**src/rtl/text_pkg.sv**
```systemverilog
// text_pkg: ASCII control codes and state encoding
// shared by the text cursor controller and its helpers.
package text_pkg;

  localparam logic [7:0] CR       = 8'h0D;
  localparam logic [7:0] LF       = 8'h0A;
  localparam logic [7:0] BS       = 8'h08;
  localparam logic [7:0] FF       = 8'h0C;
  localparam logic [7:0] PRINT_LO = 8'h20;
  localparam logic [7:0] PRINT_HI = 8'h7E;

  typedef enum logic [1:0] {
    IDLE,
    CLEAR_ROW,
    CLEAR_ALL
  } state_t;

  function automatic logic is_print(
    input logic [7:0] b
  );
    return (b >= PRINT_LO) && (b <= PRINT_HI);
  endfunction

endpackage

```
**src/rtl/mod_add_wrap.sv**
```systemverilog
// mod_add_wrap: y = (a + b) mod M for a, b < M,
// by compare-and-subtract. Ports: a, b in; y out.
module mod_add_wrap #(
  parameter int N = 2,
  parameter int M = 4
) (
  input  logic [N-1:0] a,
  input  logic [N-1:0] b,
  output logic [N-1:0] y
);

  localparam logic [N:0] MOD = M[N:0];

  logic [N:0] sum;

  always_comb begin
    sum = {1'b0, a} + {1'b0, b};
    if (sum >= MOD) y = N'(sum - MOD);
    else            y = sum[N-1:0];
  end

endmodule

```
**src/rtl/text_cursor_ctrl.sv**
```systemverilog
// text_cursor_ctrl: turns the received byte stream into
// text RAM writes, tracks the cursor and scrolls or wraps.
// Ports: clk, reset (sync, low); in_data/in_valid/in_ready
// byte handshake; clr full clear request; wr_en/wr_row/
// wr_col/wr_data RAM write; cur_row/cur_col cursor;
// top_row screen origin row; busy while clearing.
module text_cursor_ctrl
  import text_pkg::*;
#(
  parameter int         COLS           = 32,
  parameter int         ROWS           = 4,
  parameter int         COL_W          = $clog2(COLS),
  parameter int         ROW_W          = $clog2(ROWS),
  parameter bit         SCROLL_EN      = 1'b1,
  parameter bit         CLEAR_ON_RESET = 1'b1,
  parameter logic [7:0] BLANK_CHAR     = 8'h20
) (
  input  logic             clk,
  input  logic             reset,
  input  logic [7:0]       in_data,
  input  logic             in_valid,
  output logic             in_ready,
  input  logic             clr,
  output logic             wr_en,
  output logic [ROW_W-1:0] wr_row,
  output logic [COL_W-1:0] wr_col,
  output logic [7:0]       wr_data,
  output logic [ROW_W-1:0] cur_row,
  output logic [COL_W-1:0] cur_col,
  output logic [ROW_W-1:0] top_row,
  output logic             busy
);

  localparam logic [COL_W-1:0] COL_MAX = COL_W'(COLS - 1);
  localparam logic [ROW_W-1:0] ROW_MAX = ROW_W'(ROWS - 1);
  localparam logic [ROW_W-1:0] ROW_ONE = ROW_W'(1);

  state_t           state, state_n;
  logic             boot;
  logic             drain, drain_n;
  logic [ROW_W-1:0] lrow, lrow_n;
  logic [ROW_W-1:0] top_n, top_inc;
  logic [ROW_W-1:0] crow, crow_n;
  logic [COL_W-1:0] col_n;
  logic [COL_W-1:0] ccol, ccol_n;
  logic             we_n;
  logic [ROW_W-1:0] wrow_n;
  logic [COL_W-1:0] wcol_n;
  logic [7:0]       wdat_n;
  logic             adv;

  mod_add_wrap #(.N(ROW_W), .M(ROWS)) u_cur (
    .a(top_row),
    .b(lrow),
    .y(cur_row)
  );

  mod_add_wrap #(.N(ROW_W), .M(ROWS)) u_top (
    .a(top_row),
    .b(ROW_ONE),
    .y(top_inc)
  );

  // boot marks the first cycle after reset release
  assign busy     = (state != IDLE);
  assign in_ready = (state == IDLE) && !boot;

  always_comb begin
    state_n = state;
    drain_n = drain;
    lrow_n  = lrow;
    col_n   = cur_col;
    top_n   = top_row;
    crow_n  = crow;
    ccol_n  = ccol;
    we_n    = 1'b0;
    wrow_n  = wr_row;
    wcol_n  = wr_col;
    wdat_n  = wr_data;
    adv     = 1'b0;
    unique case (state)
      IDLE: begin
        crow_n  = '0;
        ccol_n  = '0;
        drain_n = 1'b0;
        if (boot) begin
          if (CLEAR_ON_RESET) state_n = CLEAR_ALL;
        end else if (clr) begin
          state_n = CLEAR_ALL;
        end else if (in_valid) begin
          unique case (1'b1)
            is_print(in_data): begin
              we_n   = 1'b1;
              wrow_n = cur_row;
              wcol_n = cur_col;
              wdat_n = in_data;
              if (cur_col != COL_MAX)
                col_n = cur_col + 1'b1;
              else
                adv = 1'b1;
            end
            (in_data == CR): col_n = '0;
            (in_data == LF): adv = 1'b1;
            (in_data == BS): begin
              if (cur_col != '0) begin
                col_n  = cur_col - 1'b1;
                we_n   = 1'b1;
                wrow_n = cur_row;
                wcol_n = cur_col - 1'b1;
                wdat_n = BLANK_CHAR;
              end
            end
            (in_data == FF): state_n = CLEAR_ALL;
            default: ;
          endcase
          if (adv) begin
            col_n = '0;
            if (lrow != ROW_MAX) begin
              lrow_n = lrow + 1'b1;
            end else if (SCROLL_EN) begin
              // new cursor row is the old top row
              top_n   = top_inc;
              state_n = CLEAR_ROW;
            end else begin
              lrow_n = '0;
            end
          end
        end
      end
      CLEAR_ROW: begin
        // extra drain cycle keeps busy over the last write
        if (drain) begin
          state_n = IDLE;
        end else begin
          we_n   = 1'b1;
          wrow_n = cur_row;
          wcol_n = ccol;
          wdat_n = BLANK_CHAR;
          if (ccol == COL_MAX) drain_n = 1'b1;
          else                 ccol_n  = ccol + 1'b1;
        end
      end
      CLEAR_ALL: begin
        if (drain) begin
          state_n = IDLE;
          lrow_n  = '0;
          col_n   = '0;
          top_n   = '0;
        end else begin
          we_n   = 1'b1;
          wrow_n = crow;
          wcol_n = ccol;
          wdat_n = BLANK_CHAR;
          if (ccol == COL_MAX) begin
            ccol_n = '0;
            if (crow == ROW_MAX) drain_n = 1'b1;
            else                 crow_n  = crow + 1'b1;
          end else begin
            ccol_n = ccol + 1'b1;
          end
        end
      end
      default: state_n = IDLE;
    endcase
  end

  always_ff @(posedge clk) begin
    if (!reset) begin
      state   <= IDLE;
      boot    <= 1'b1;
      drain   <= 1'b0;
      lrow    <= '0;
      cur_col <= '0;
      top_row <= '0;
      crow    <= '0;
      ccol    <= '0;
      wr_en   <= 1'b0;
      wr_row  <= '0;
      wr_col  <= '0;
      wr_data <= '0;
    end else begin
      state   <= state_n;
      boot    <= 1'b0;
      drain   <= drain_n;
      lrow    <= lrow_n;
      cur_col <= col_n;
      top_row <= top_n;
      crow    <= crow_n;
      ccol    <= ccol_n;
      wr_en   <= we_n;
      wr_row  <= wrow_n;
      wr_col  <= wcol_n;
      wr_data <= wdat_n;
    end
  end

endmodule

```
**config.mk**
```make
export PLATFORM = sky130hd
export DESIGN_NAME = text_cursor_ctrl
export DESIGN_NICKNAME = d
export VERILOG_FILES = /design/src/rtl/text_pkg.sv /design/src/rtl/mod_add_wrap.sv /design/src/rtl/text_cursor_ctrl.sv
export SDC_FILE = /design/constraint.sdc
export NUM_CORES = 1
export LEC_CHECK = 0
export CAP_MARGIN = 20
export CORE_UTILIZATION = 55
export DETAILED_ROUTE_END_ITERATION = 10
export PLACE_DENSITY = 0.81
export SLEW_MARGIN = 20
export SYNTH_ARGS = -nofsm -noshare
export SYNTH_HDL_FRONTEND = slang
export SYNTH_SLANG_ARGS = --single-unit
```
**constraint.sdc**
```tcl
create_clock -name clk -period 6.5 [get_ports clk]
set_input_delay 0.65 -clock clk [delete_from_list [all_inputs] [get_ports clk]]
set_output_delay 0.65 -clock clk [all_outputs]
set_load 0.02 [all_outputs]
```
# ---- Word-level counts from Yosys, hierarchy flattened
# Cells that the tools add are included.
dict set report totals {
  regBits 36
  input_bits 12
  output_inout_bits 27
  word_cells 154
}
dict set report classes {
  addsub 9
  n_lt_le_gt_ge 4
  eq_ne 30
  n_mux 81
  reduce_logical 18
}
# operator n
set ops {}
lappend ops {{$mux W5} 15}
lappend ops {{$mux W2} 28}
lappend ops {{$mux W8} 5}
lappend ops {{$eq A8 B4 Y1 const B} 4}
lappend ops {{$pmux W8 S2} 2}
lappend ops {{$pmux W5 S2} 3}
lappend ops {{$pmux W5 S3} 2}
lappend ops {{$ne A2 B2 Y1 const B} 12}
lappend ops {{$reduce_and A7 Y1} 3}
lappend ops {{$pmux W2 S2} 5}
lappend ops {{$mux W1} 16}
lappend ops {{$reduce_and A8 Y1} 2}
lappend ops {{$add A5 B1 Y5 const B} 2}
lappend ops {{$ge A8 B6 Y1 const B} 1}
lappend ops {{$le A8 B7 Y1 const B} 1}
lappend ops {{$ne A4 B2 Y1 const B} 2}
lappend ops {{$reduce_and A4 Y1} 2}
lappend ops {{$ge A3 B3 Y1 const B} 2}
lappend ops {{$ne A2 B1 Y1 const B} 3}
lappend ops {{$pmux W1 S2} 3}
lappend ops {{$pmux W2 S3} 1}
lappend ops {{$reduce_bool A2 Y1} 3}
lappend ops {{$eq A5 B5 Y1 const B} 1}
lappend ops {{$ne A5 B1 Y1 const B} 1}
lappend ops {{other kinds (19)} 23}

# ---- Depth between registers and ports, before layout
# Gate-level depths: netlist of run 1.
dict set report depth {
  word_depth 12
  mapped_depth 8
  depth_no_buf 8
}

# ---- Modules after synthesis
# From an unflattened synthesis of run 1, not the netlist that was laid out.
dict set report unflattened {
  cells_unflattened 262
  hier_area_um2 2210.9
}
# module instances cells_each area_each_um2 seq_area_each_um2
set modules_own_cells {}
lappend modules_own_cells {text_cursor_ctrl 1 258 2138.3 720.7}
lappend modules_own_cells {mod_add_wrap 2 2 36.3 0.0}

# ---- Worst setup path after synthesis of run 1
# No wires, ideal clock.
dict set report synth_timing {
  path_kind {input -> register}
  start {input port in_data[1]}
  end {register cur_col[2]}
  setup_ns 0.132
  arrival_ns 2.198
  required_time_ns 6.368
  path_slack_ns 4.170
  path_stages 6
  n_path_buf 1
  path_cell_list {or4b_1 > clkbuf_2 > or3_2 > a221o_1 > nand4_1 > a21oi_1}
}
dict set report synth_via {
  elab_chain_cells 12
  elab_cells_between_ends 21
  cone_classes {2 x order compare; 6 x eq/ne; 11 x mux; 2 x reduce/logical}
}
# element line
set synth_rtl {}
lappend synth_rtl {{from (decl)} text_cursor_ctrl.sv:20} ;# input logic [7:0] in_data,
lappend synth_rtl {{$ge A8 B6 Y1 or $le A8 B7 Y1 (tied branches)} text_pkg.sv:21} ;# return (b >= PRINT_LO) && (b <= PRINT_HI);
lappend synth_rtl {{$logic_and A1 B1 Y1} text_pkg.sv:21}
lappend synth_rtl {{$pmux W1 S2} text_cursor_ctrl.sv:91} ;# unique case (1'b1)
lappend synth_rtl {{$mux W1} text_cursor_ctrl.sv:90} ;# end else if (in_valid) begin
lappend synth_rtl {{$mux W1} text_cursor_ctrl.sv:88} ;# end else if (clr) begin
lappend synth_rtl {{$mux W1} text_cursor_ctrl.sv:86} ;# if (boot) begin
lappend synth_rtl {{$mux W1} text_cursor_ctrl.sv:81} ;# unique case (state)
lappend synth_rtl {{$mux W5} text_cursor_ctrl.sv:116} ;# if (adv) begin
lappend synth_rtl {{$mux W5} text_cursor_ctrl.sv:90}
lappend synth_rtl {{$mux W5} text_cursor_ctrl.sv:88}
lappend synth_rtl {{$mux W5} text_cursor_ctrl.sv:86}
lappend synth_rtl {{$pmux W5 S2} text_cursor_ctrl.sv:81}
lappend synth_rtl {{to (signal assigned)} text_cursor_ctrl.sv:186} ;# cur_col <= col_n;
lappend synth_rtl {{to (decl)} text_cursor_ctrl.sv:29} ;# output logic [COL_W-1:0] cur_col,
# Several ways; a longest one is shown, not always the timed one. The select of a mux whose other input is x is not followed.
# A chain may end at the register's enable or synchronous reset.

# ---- Worst setup path in the final report of run 1
dict set report layout_timing {
  start {input port in_data[7]}
  end {register wr_col[0]}
}
dict set report layout_via {
  elab_chain_cells 7
  elab_cells_between_ends 12
  cone_classes {2 x order compare; 3 x eq/ne; 5 x mux; 2 x reduce/logical}
}
# element line
set layout_rtl {}
lappend layout_rtl {{$ge A8 B6 Y1 or $le A8 B7 Y1 (tied branches)} text_pkg.sv:21}
lappend layout_rtl {{$logic_and A1 B1 Y1} text_pkg.sv:21}
lappend layout_rtl {{$pmux W5 S2} text_cursor_ctrl.sv:91}
lappend layout_rtl {{$mux W5} text_cursor_ctrl.sv:90}
lappend layout_rtl {{$mux W5} text_cursor_ctrl.sv:88}
lappend layout_rtl {{$mux W5} text_cursor_ctrl.sv:86}
lappend layout_rtl {{$pmux W5 S2} text_cursor_ctrl.sv:81}
lappend layout_rtl {{to (signal assigned)} text_cursor_ctrl.sv:192} ;# wr_col <= wcol_n;
lappend layout_rtl {{to (decl)} text_cursor_ctrl.sv:26} ;# output logic [COL_W-1:0] wr_col,
# Several ways; a longest one is shown, not always the timed one. The select of a mux whose other input is x is not followed.

==> results.yml, run 1 <==
pwr:
  swShare_pct: 32.56
  p_leak_nw: 0.9564
  p_sw_mw: 0.1976
  p_int_mw: 0.4093
  pwr-share-clk_pct: 32.7
  p_comb_share_pct: 27.3
  cellPowerDensity_nw_per_um2: 219.8
  ir_drop_mv: 0.1502
  pwr-share-seq_pct: 40.1
final_layout:
  finalInstanceArea_sq_um: 2761
  final_common_cell: "clkdlybuf4s50_1"
  regArea_sq_um: 720.7
  layout-drive-gt1-share_pct: 8.251
  layout_common_cells: "clkdlybuf4s50_1 (38), dfxtp_1 (36), a21oi_1 (24)"
  area_delta_synth_final_pct: 21.73
  n_antenna_cell: 0
  n_fill_cell: 331
  multi_input_area_sq_um: 1440
  num-nets-final: 329
yosys:
  ys_seq_area_share_pct: 31.77
  synth_area_sq_um: 2268
  yosysWarnings: 0
  synth_ff_type: "dfxtp_1"
  synth_edf_count: 0
  synth_seq_cells: 36
  syn_nets: 296
  synth_cells: 269
  async_flop_share_pct: 0
  ys_types: 69
  avgSynthCellArea_sq_um: 8.433
  synth_top_area_cell: "dfxtp_1"
  netlist.area_leader.share_pct: 31.77
  synthTopCellsByArea: "dfxtp_1 (32%), ha_1 (8.3%), a21oi_1 (5.3%)"
placement:
  port_buffers: 38
  gp_congestion: 0.8972
  placed_area_sq_um: 2654
  detailed_place_hpwl_um: 4078
drt:
  wl_per_cell_um: 16.29
  firstDrtPassIters: 4
  num_vias: 2230
  detail-route-antenna-nets: 0
  first_iter_violations: 231
  drcViolationCount: 0
  routed_via_density: 6.353
  wl_um: 5718
clock_tree:
  root_buffer: "clkbuf_8"
  post-cts-setup-buffer-count: 0
  clockBufferDepth: 2
  numCtsBuffers: 5
  clk_pin_slew_ps: 70
  tritoncts: "done"
  cts_sinks: 36
  holdBufCountCts: 0
  cts_resized: 0
  htreeDepth: 2
  clk-insertion-delay-late_ps: 290
setup_path:
  worstSetupStartpointType: "input pin"
  crit_type: "in2reg"
  crit_path_max_fanout: 7
  path_cells: "clkdlybuf4s50_1 -> nor4b_1 -> nand2_1 -> inv_1 -> ha_1 -> o21ai_0 -> nand3_1 -> a21oi_1"
  crit_arrival_ps: 3160
  end_kind: "flip-flop"
  cp_slowest_cell: "nor4b_1"
  max_stage_delay_ps: 810
  worst-endpoint-required_ps: 6710
job:
  max-cap-violations: 0
die:
  die_w_um: 66.22
  die-area_sq_um: 4385
  die_h_um: 66.22
  start_util_pct: 59.72
  rows: 22
  core_area_sq_um: 3799
  ios: 39
sta:
  period_share_pct: 45.47
  final_max_slew_viol_count: 0
  max_slew_margin_pct: 35.48
  holdWs_ps: 441.4
  setup_tns_ps: 0
  tightestPinTransition_ps: 964.9
  grt_setup_unrepaired: "false"
  setup_violations: 0
  final_hold_viol_count: 0
  fmax_mhz: 338.4
  fin_skew_ps: 5.511
  final.min_clock_period_ps: 2955
run_status:
  status: "finished, final reports clean"
grt:
  grtUsageTotal_pct: 28.25
  grt_pass1_wl_um: 9542
  grt-ovfl-total: 0
  grt_pass1_vias: 1992
  grt_max_degree: 27
  antenna_found_initial: 0
min_path:
  holdCritPathClass: "reg2reg"
==> cell usage after synthesis (all sizes together) (4+ instances only) <==
cell type	number
dfxtp	36
a21oi	24
nand2	20
nor2	19
o21ai	19
ha	15
inv	13
nand4	11
clkbuf	9
nand3	7
a211oi	6
xnor2	6
mux2i	5
nor3	5
a31oi	4
nand2b	4
o22ai	4
xor2	4
==> worst max-delay path: cells and delay by family <==
| family | cells | cell delay (ps) |
|---|---|---|
| compound gates | 2 | 320 |
| fa+ha+maj | 1 | 270 |
| buf+inv | 2 | 770 |
| simple gates | 3 | 1150 |
==> power groups by stage <==
stage / Sequential, mW / Combinational (mW) / Clock [mW]
after floorplan: 0.257 / 0.0981 / 0
after global placement: 0.248 / 0.161 / 0
after detailed placement: 0.248 / 0.163 / 0
after CTS: 0.243 / 0.164 / 0.200
after global routing: 0.245 / 0.180 / 0.207
final: 0.243 / 0.165 / 0.198
==> area by class of cell <==
cell class                 count  share of cell area, %
timing repair buffer          38                  13.77
clock buffer                   6                  2.628
sequential                    36                  26.10
clock inverter                 2                  1.269
tap                           48                  2.175
inverter                      14                  1.903
multi-input combinational    207                  52.15
==> routing by layer <==
metal	GRT usage (%)	up-vias	part of all wire, %
met4	6.383	0	1.2
met5	0	-	0
met1	38.39	1043	46
met3	7.241	10	8.3
li1	-	1081	-
met2	44.52	96	44
==> path summary, 6_finish.rpt <==
check,from,cells after the start,slack [ps],endpoint
worst max-delay path,in_data[7],8,3540,wr_col[0]$_SDFFE_PN0P_
worst min-delay path,wr_data[7]$_SDFFE_PN0P_,2,440,wr_data[7]$_SDFFE_PN0P_
worst max register to register,state[0]$_SDFFE_PN0P_,7,3940,top_row[1]$_SDFFE_PN0P_
worst min register to register,wr_data[7]$_SDFFE_PN0P_,2,440,wr_data[7]$_SDFFE_PN0P_
==> cells by family after synthesis <==
group	share of synthesized area [%]
adder cells (fa/ha/maj)	8.274
XOR/XNOR	3.861
flip-flops	31.77
AO/OA/AOI/OAI	25.37
multiplexers	2.703
buffers and inverters	4.743
AND/OR/NAND/NOR	23.28
==> metrics by stage <==
step | instances | worst slack (ps) | utilization [%] | power (mW)
floorplan | 269 | 4170 | - | 0.3555
global placement | 343 | 3427 | 69.86 | 0.4085
detailed placement | 343 | 3300 | 69.86 | 0.4110
CTS | 351 | 3580 | 72.69 | 0.6070
global route | 351 | 3250 | 72.69 | 0.6315
finish | 351 | 3545 | 72.69 | 0.6069
==> sequential cells by signal (all words and copies together) (netlist names), 2 cells and up <==
signal and cells:
state 2, top_row 2, wr_col 5, wr_data 8, cur_col 5, lrow 2, wr_row 2, crow 2
ccol 5
Note: power is estimated with default switching activity, not from simulation.
==> run 2, diff against run 1 <==
CORE_UTILIZATION = 48   (was 55)
PLACE_DENSITY = 0.75   (was 0.81)
clock period = 2.5 ns   (was 6.5 ns; I/O delays follow)
==> results.yml, run 2 (synthesized netlist as in run 1, its figures left out) <==
setup_path:
  worstSetupStartpointType: "flip-flop"
  rrSetupSlack_ps: 260
  worst-endpoint-required_ps: 2730
  r2r-start: "cur_col[1]$_SDFFE_PN0P_"
  crit_path_max_fanout: 5
  crit_type: "reg2reg"
  r2r-end: "top_row[1]$_SDFFE_PN0P_"
  end_kind: "flip-flop"
  crit_arrival_ps: 2470
  rr_worst_depth: 8
drt:
  wl_um: 6046
  first_iter_violations: 156
  num_vias: 2330
  detail-route-antenna-nets: 0
  drcViolationCount: 9
  wl_per_cell_um: 15.70
  firstDrtPassIters: 7
  routed_via_density: 6.052
clock_tree:
  clk-insertion-delay-late_ps: 290
  holdBufCountCts: 0
  clockBufferDepth: 2
  clk_pin_slew_ps: 90
  tritoncts: "done"
  post-cts-setup-buffer-count: 0
  root_buffer: "clkbuf_8"
  cts_sinks: 36
  numCtsBuffers: 5
  htreeDepth: 2
  cts_resized: 0
placement:
  detailed_place_hpwl_um: 4572
  port_buffers: 38
  gp_congestion: 0.8558
sta:
  tightestPinTransition_ps: 726.5
  period_share_pct: 89.66
  setup_violations: 0
  final.min_clock_period_ps: 2242
  fmax_mhz: 446.1
  final_max_slew_viol_count: 0
  max_slew_margin_pct: 51.05
  setup_tns_ps: 0
  fin_skew_ps: 9.763
  final_hold_viol_count: 0
  grt_setup_unrepaired: "false"
min_path:
  holdCritPathClass: "reg2reg"
  hp-start: "wr_data[7]$_SDFFE_PN0P_"
  whs_endpoint: "wr_data[7]$_SDFFE_PN0P_"
  min_delay_path_depth: 2
die:
  core_area_sq_um: 4444
  die-area_sq_um: 5005
  die_w_um: 70.75
  ios: 39
  die_h_um: 70.75
  start_util_pct: 51.04
  rows: 24
final_layout:
  n_fill_cell: 377
  layout-drive-gt1-share_pct: 16.82
  final_common_cell: "clkdlybuf4s50_1"
  n_antenna_cell: 0
  area_delta_synth_final_pct: 32.21
  num-nets-final: 359
  fin_util_pct: 67.48
  top_register: "wr_data"
  layout_common_cells: "clkdlybuf4s50_1 (38), dfxtp_1 (36), buf_4 (30)"
  largest_register_ffs: 8
pwr:
  ir_drop_mv: 0.3218
  power_mw: 1.649
  cellPowerDensity_nw_per_um2: 549.8
  p_leak_nw: 1.104
grt:
  grt_max_degree: 15
  grt-ovfl-total: 0
  antenna_found_initial: 0
  grt_pass1_vias: 2211
  grt_pass1_wl_um: 10360
  grtUsageTotal_pct: 25.90
job:
  max-cap-violations: 0
run_status:
  violations: "DRC"
  status: "complete, but fails checks"
run 2: changes by cell type in the layout (fill, tap and decap cells not counted), sizes merged:
cell	before	now
clkbuf	6	5
clkinvlp	0	1
inv	13	14
buf	0	30
clkinv	2	1
run 2: metrics by stage:
step / setup WS (ps) / hold slack (ps) / area [sq um] / cells
after floorplan: 186.1 / 396.9 / 2268 / 269
after global placement: 24.91 / 422.5 / 2884 / 377
after detailed placement: -4.668 / 423.3 / 2884 / 377
after CTS: 265.4 / 438.5 / 2999 / 385
after global routing: 77.55 / 475.8 / 2999 / 385
final: 258.4 / 439.5 / 2999 / 385
run 2: layout make-up:
cell class	instances	area [sq um]	share of cell area, %
clock inverter	3	46.29	1.544
multi-input combinational	207	1440	48.02
tap	52	65.06	2.169
timing repair buffer	68	605.6	20.19
clock buffer	5	68.82	2.295
inverter	14	52.55	1.752
sequential	36	720.7	24.03
run 2: worst max-delay path by stage:
stage,from,end
after global routing,in_data[0],cur_col[2]$_SDFFE_PN0P_
after detailed placement,in_data[4],wr_row[1]$_SDFFE_PN0P_
final,cur_col[1]$_SDFFE_PN0P_,top_row[1]$_SDFFE_PN0P_
after CTS,cur_col[1]$_SDFFE_PN0P_,top_row[1]$_SDFFE_PN0P_
after global placement,in_data[0],cur_col[2]$_SDFFE_PN0P_
after floorplan,cur_col[2]$_SDFFE_PN0P_,top_row[1]$_SDFFE_PN0P_
run 2: layer usage:
| layer | routed length [um] | global-route usage, % | up-vias |
|---|---|---|---|
| li1 | - | - | 1145 |
| met1 | 2807 | 35.49 | 1099 |
| met2 | 2748 | 42.09 | 73 |
| met3 | 366 | 3.704 | 13 |
| met4 | 124 | 8.444 | 0 |
| met5 | 0 | 0 | - |
run 2: power breakdown:
part | internal [mW] | switching [mW]
sequential | 0.606 | 0.0255
clock | 0.301 | 0.239
combinational | 0.202 | 0.276
total | 1.11 | 0.540
run 2: worst max-delay path: stages (launching register included):
cell       delay [ps]
dfxtp_1           410
ha_1              230
and3_1            170
ha_1              140
inv_1              60
a2111oi_4         380
o221ai_2          170
or4b_1            480
a21oi_1           140
==> run 3, diff against run 2 <==
ABC_AREA = 1   (was default)
CORE_UTILIZATION = 49   (was 48)
PLACE_DENSITY = 0.76   (was 0.75)
==> results.yml, run 3 <==
clock_tree:
  root_buffer: "clkbuf_8"
  tritoncts: "done"
  clockBufferDepth: 2
  holdBufCountCts: 0
  clk_pin_slew_ps: 90
  htreeDepth: 2
  cts_resized: 0
  post-cts-setup-buffer-count: 0
  numCtsBuffers: 5
  clk-insertion-delay-late_ps: 300
  cts_sinks: 36
die:
  die_h_um: 72.40
  core_area_sq_um: 4755
  die_w_um: 72.40
  rows: 25
  ios: 39
  die-area_sq_um: 5242
  start_util_pct: 51.08
yosys:
  synth_cells: 363
  synth_simple_gate_area_share_pct: 35.70
  yosysWarnings: 0
  post-synth-top-count-cell: "nand2_1"
  synth.area.mux_share_pct: 0
  synth_area_sq_um: 2429
  synthTopCellsByArea: "dfxtp_1 (30%), nand2_1 (13%), nor2_1 (8.0%)"
  synth_seq_cells: 36
  netlist.area_leader.share_pct: 29.68
  synth-xor-area-share_pct: 2.164
  synth_top_family_by_area: "simple AND/OR/NAND/NOR gates"
  async_flop_share_pct: 0
  avgSynthCellArea_sq_um: 6.690
  ys_types: 34
  syn_nets: 390
  synth-compound-area-share_pct: 14.06
  synth_edf_count: 0
  ys_seq_area_share_pct: 29.68
  synth_ff_type: "dfxtp_1"
  synth_common_cells: "nand2_1 (84), nor2_1 (52), inv_1 (41)"
  synth_fa_ha_area_share_pct: 7.728
  synth_top_area_cell: "dfxtp_1"
sta:
  period_share_pct: 85.40
  max_slew_margin_pct: 57.54
  final_max_slew_viol_count: 0
  fin_ws_ps: 365.0
  tightestPinTransition_ps: 633.0
  fmax_mhz: 468.4
  grt_setup_unrepaired: "false"
  final_hold_viol_count: 0
  fin_skew_ps: 10.82
  setup_violations: 0
  final.min_clock_period_ps: 2135
  setup_tns_ps: 0
final_layout:
  multi_input_area_sq_um: 1449
  regArea_sq_um: 720.7
  area_delta_synth_final_pct: 21.59
  largest_register_ffs: 8
  top_register: "wr_data"
  finalInstanceArea_sq_um: 2953
  n_fill_cell: 463
  layout_common_cells: "nand2_1 (84), nor2_1 (52), inv_1 (41)"
  layout-drive-gt1-share_pct: 12.22
  num-nets-final: 427
  n_antenna_cell: 0
  final_common_cell: "nand2_1"
drt:
  drcViolationCount: 0
  num_vias: 2346
  firstDrtPassIters: 5
  routed_via_density: 5.013
  wl_per_cell_um: 12.30
  first_iter_violations: 145
  detail-route-antenna-nets: 0
  wl_um: 5755
setup_path:
  max_stage_delay_ps: 640
  worstSetupStartpointType: "flip-flop"
  crit_path_max_fanout: 5
  worst-endpoint-required_ps: 2250
  critPathLaunch: "top_row[0]$_SDFFE_PN0P_"
  r2r-start: "state[0]$_SDFFE_PN0P_"
  r2r-end: "lrow[0]$_SDFFE_PN0P_"
  cp_slowest_cell: "clkdlybuf4s50_1"
  crit_type: "reg2out"
  rrSetupSlack_ps: 410
  end_kind: "primary output"
  path_cells: "ha_1 -> xnor2_1 -> xor2_1 -> clkdlybuf4s50_1"
  rr_worst_depth: 11
  crit_arrival_ps: 1890
min_path:
  hp-start: "wr_data[7]$_SDFFE_PN0P_"
  holdCritPathClass: "reg2reg"
  whs_endpoint: "wr_data[7]$_SDFFE_PN0P_"
  min_delay_path_depth: 2
pwr:
  ir_drop_mv: 0.2715
  cellPowerDensity_nw_per_um2: 602.4
  p_leak_nw: 1.276
grt:
  antenna_found_initial: 0
  grt_pass1_wl_um: 9480
  grt_max_degree: 18
  grt-ovfl-total: 0
  grt_pass1_vias: 2056
  grtUsageTotal_pct: 23.58
placement:
  gp_congestion: 0.8445
  placed_area_sq_um: 2838
  post-place-ws_ps: 423.7
  detailed_place_hpwl_um: 4336
  port_buffers: 38
run_status:
  status: "finished, final reports clean"
job:
  max-cap-violations: 0
run 3: cell count changes after synthesis, sizes merged, moves of 4 or more:
cell / before / now
nand2: 20 / 98
nor2: 19 / 60
inv: 13 / 45
nand3: 7 / 19
clkbuf: 9 / 2
buf: 3 / 9
nand4: 11 / 5
a21oi: 24 / 29
mux2i: 5 / 0
a31oi: 4 / 0
nand2b: 4 / 0
xnor2: 6 / 2
run 3: routing by layer:
layer  GRT usage [%]  wire, um  up-vias
met3           4.722       317        8
met2           39.56      2669       78
met5               0         0        -
met1           30.31      2696     1032
li1                -         -     1228
met4           7.625        71        0
run 3: layout make-up:
type	instances	area share, %
flip-flops and latches	36	24.41
multi-input cells	269	49.07
clock inverters	3	1.568
well taps	67	2.839
clock buffers	5	2.331
inverters	47	6.144
repair buffers	41	13.64
run 3: metrics by stage:
| stage | instances | utilization, % | hold slack, ps | total power, mW |
|---|---|---|---|---|
| 6_report | 468 | 62.11 | 446.2 | 1.779 |
| 4_1_cts | 468 | 62.11 | 450.3 | 1.783 |
| 3_5_place_dp | 460 | 59.68 | 436.6 | 1.242 |
| 3_3_place_gp | 460 | 59.68 | 431.5 | 1.235 |
| 2_1_floorplan | 363 | - | 449.7 | 1.079 |
| 5_1_grt | 468 | 62.11 | 466.3 | 1.875 |
run 3: cells by family after synthesis:
group | after synthesis
buf+inv | 58
simple gates | 191
flops | 36
xor+xnor | 6
compound gates | 57
fa+ha+maj | 15
run 3: worst max-delay path by stage:
| stage | to | slack [ps] | cells after the start |
|---|---|---|---|
| 6_report | cur_row[1] | 360 | 4 |
| 5_1_grt | lrow[0]$_SDFFE_PN0P_ | 170 | 11 |
| 4_1_cts | cur_row[1] | 340 | 4 |
| 3_5_place_dp | lrow[0]$_SDFFE_PN0P_ | 420 | 8 |
| 3_3_place_gp | lrow[1]$_SDFFE_PN0P_ | 480 | 9 |
| 2_1_floorplan | wr_col[0]$_SDFFE_PN0P_ | 720 | 11 |
run 3: critical path: cells and delay by family, from the launching register on:
family                   cells  cell delay, ps
XOR/XNOR                     2             390
adder cells (fa/ha/maj)      1             220
flip-flops                   1             350
buffers and inverters        1             640
run 3: power breakdown:
group	switching (mW)	total [mW]	internal (mW)
registers	0.0446	0.665	0.620
clock network	0.246	0.547	0.301
logic	0.344	0.567	0.223
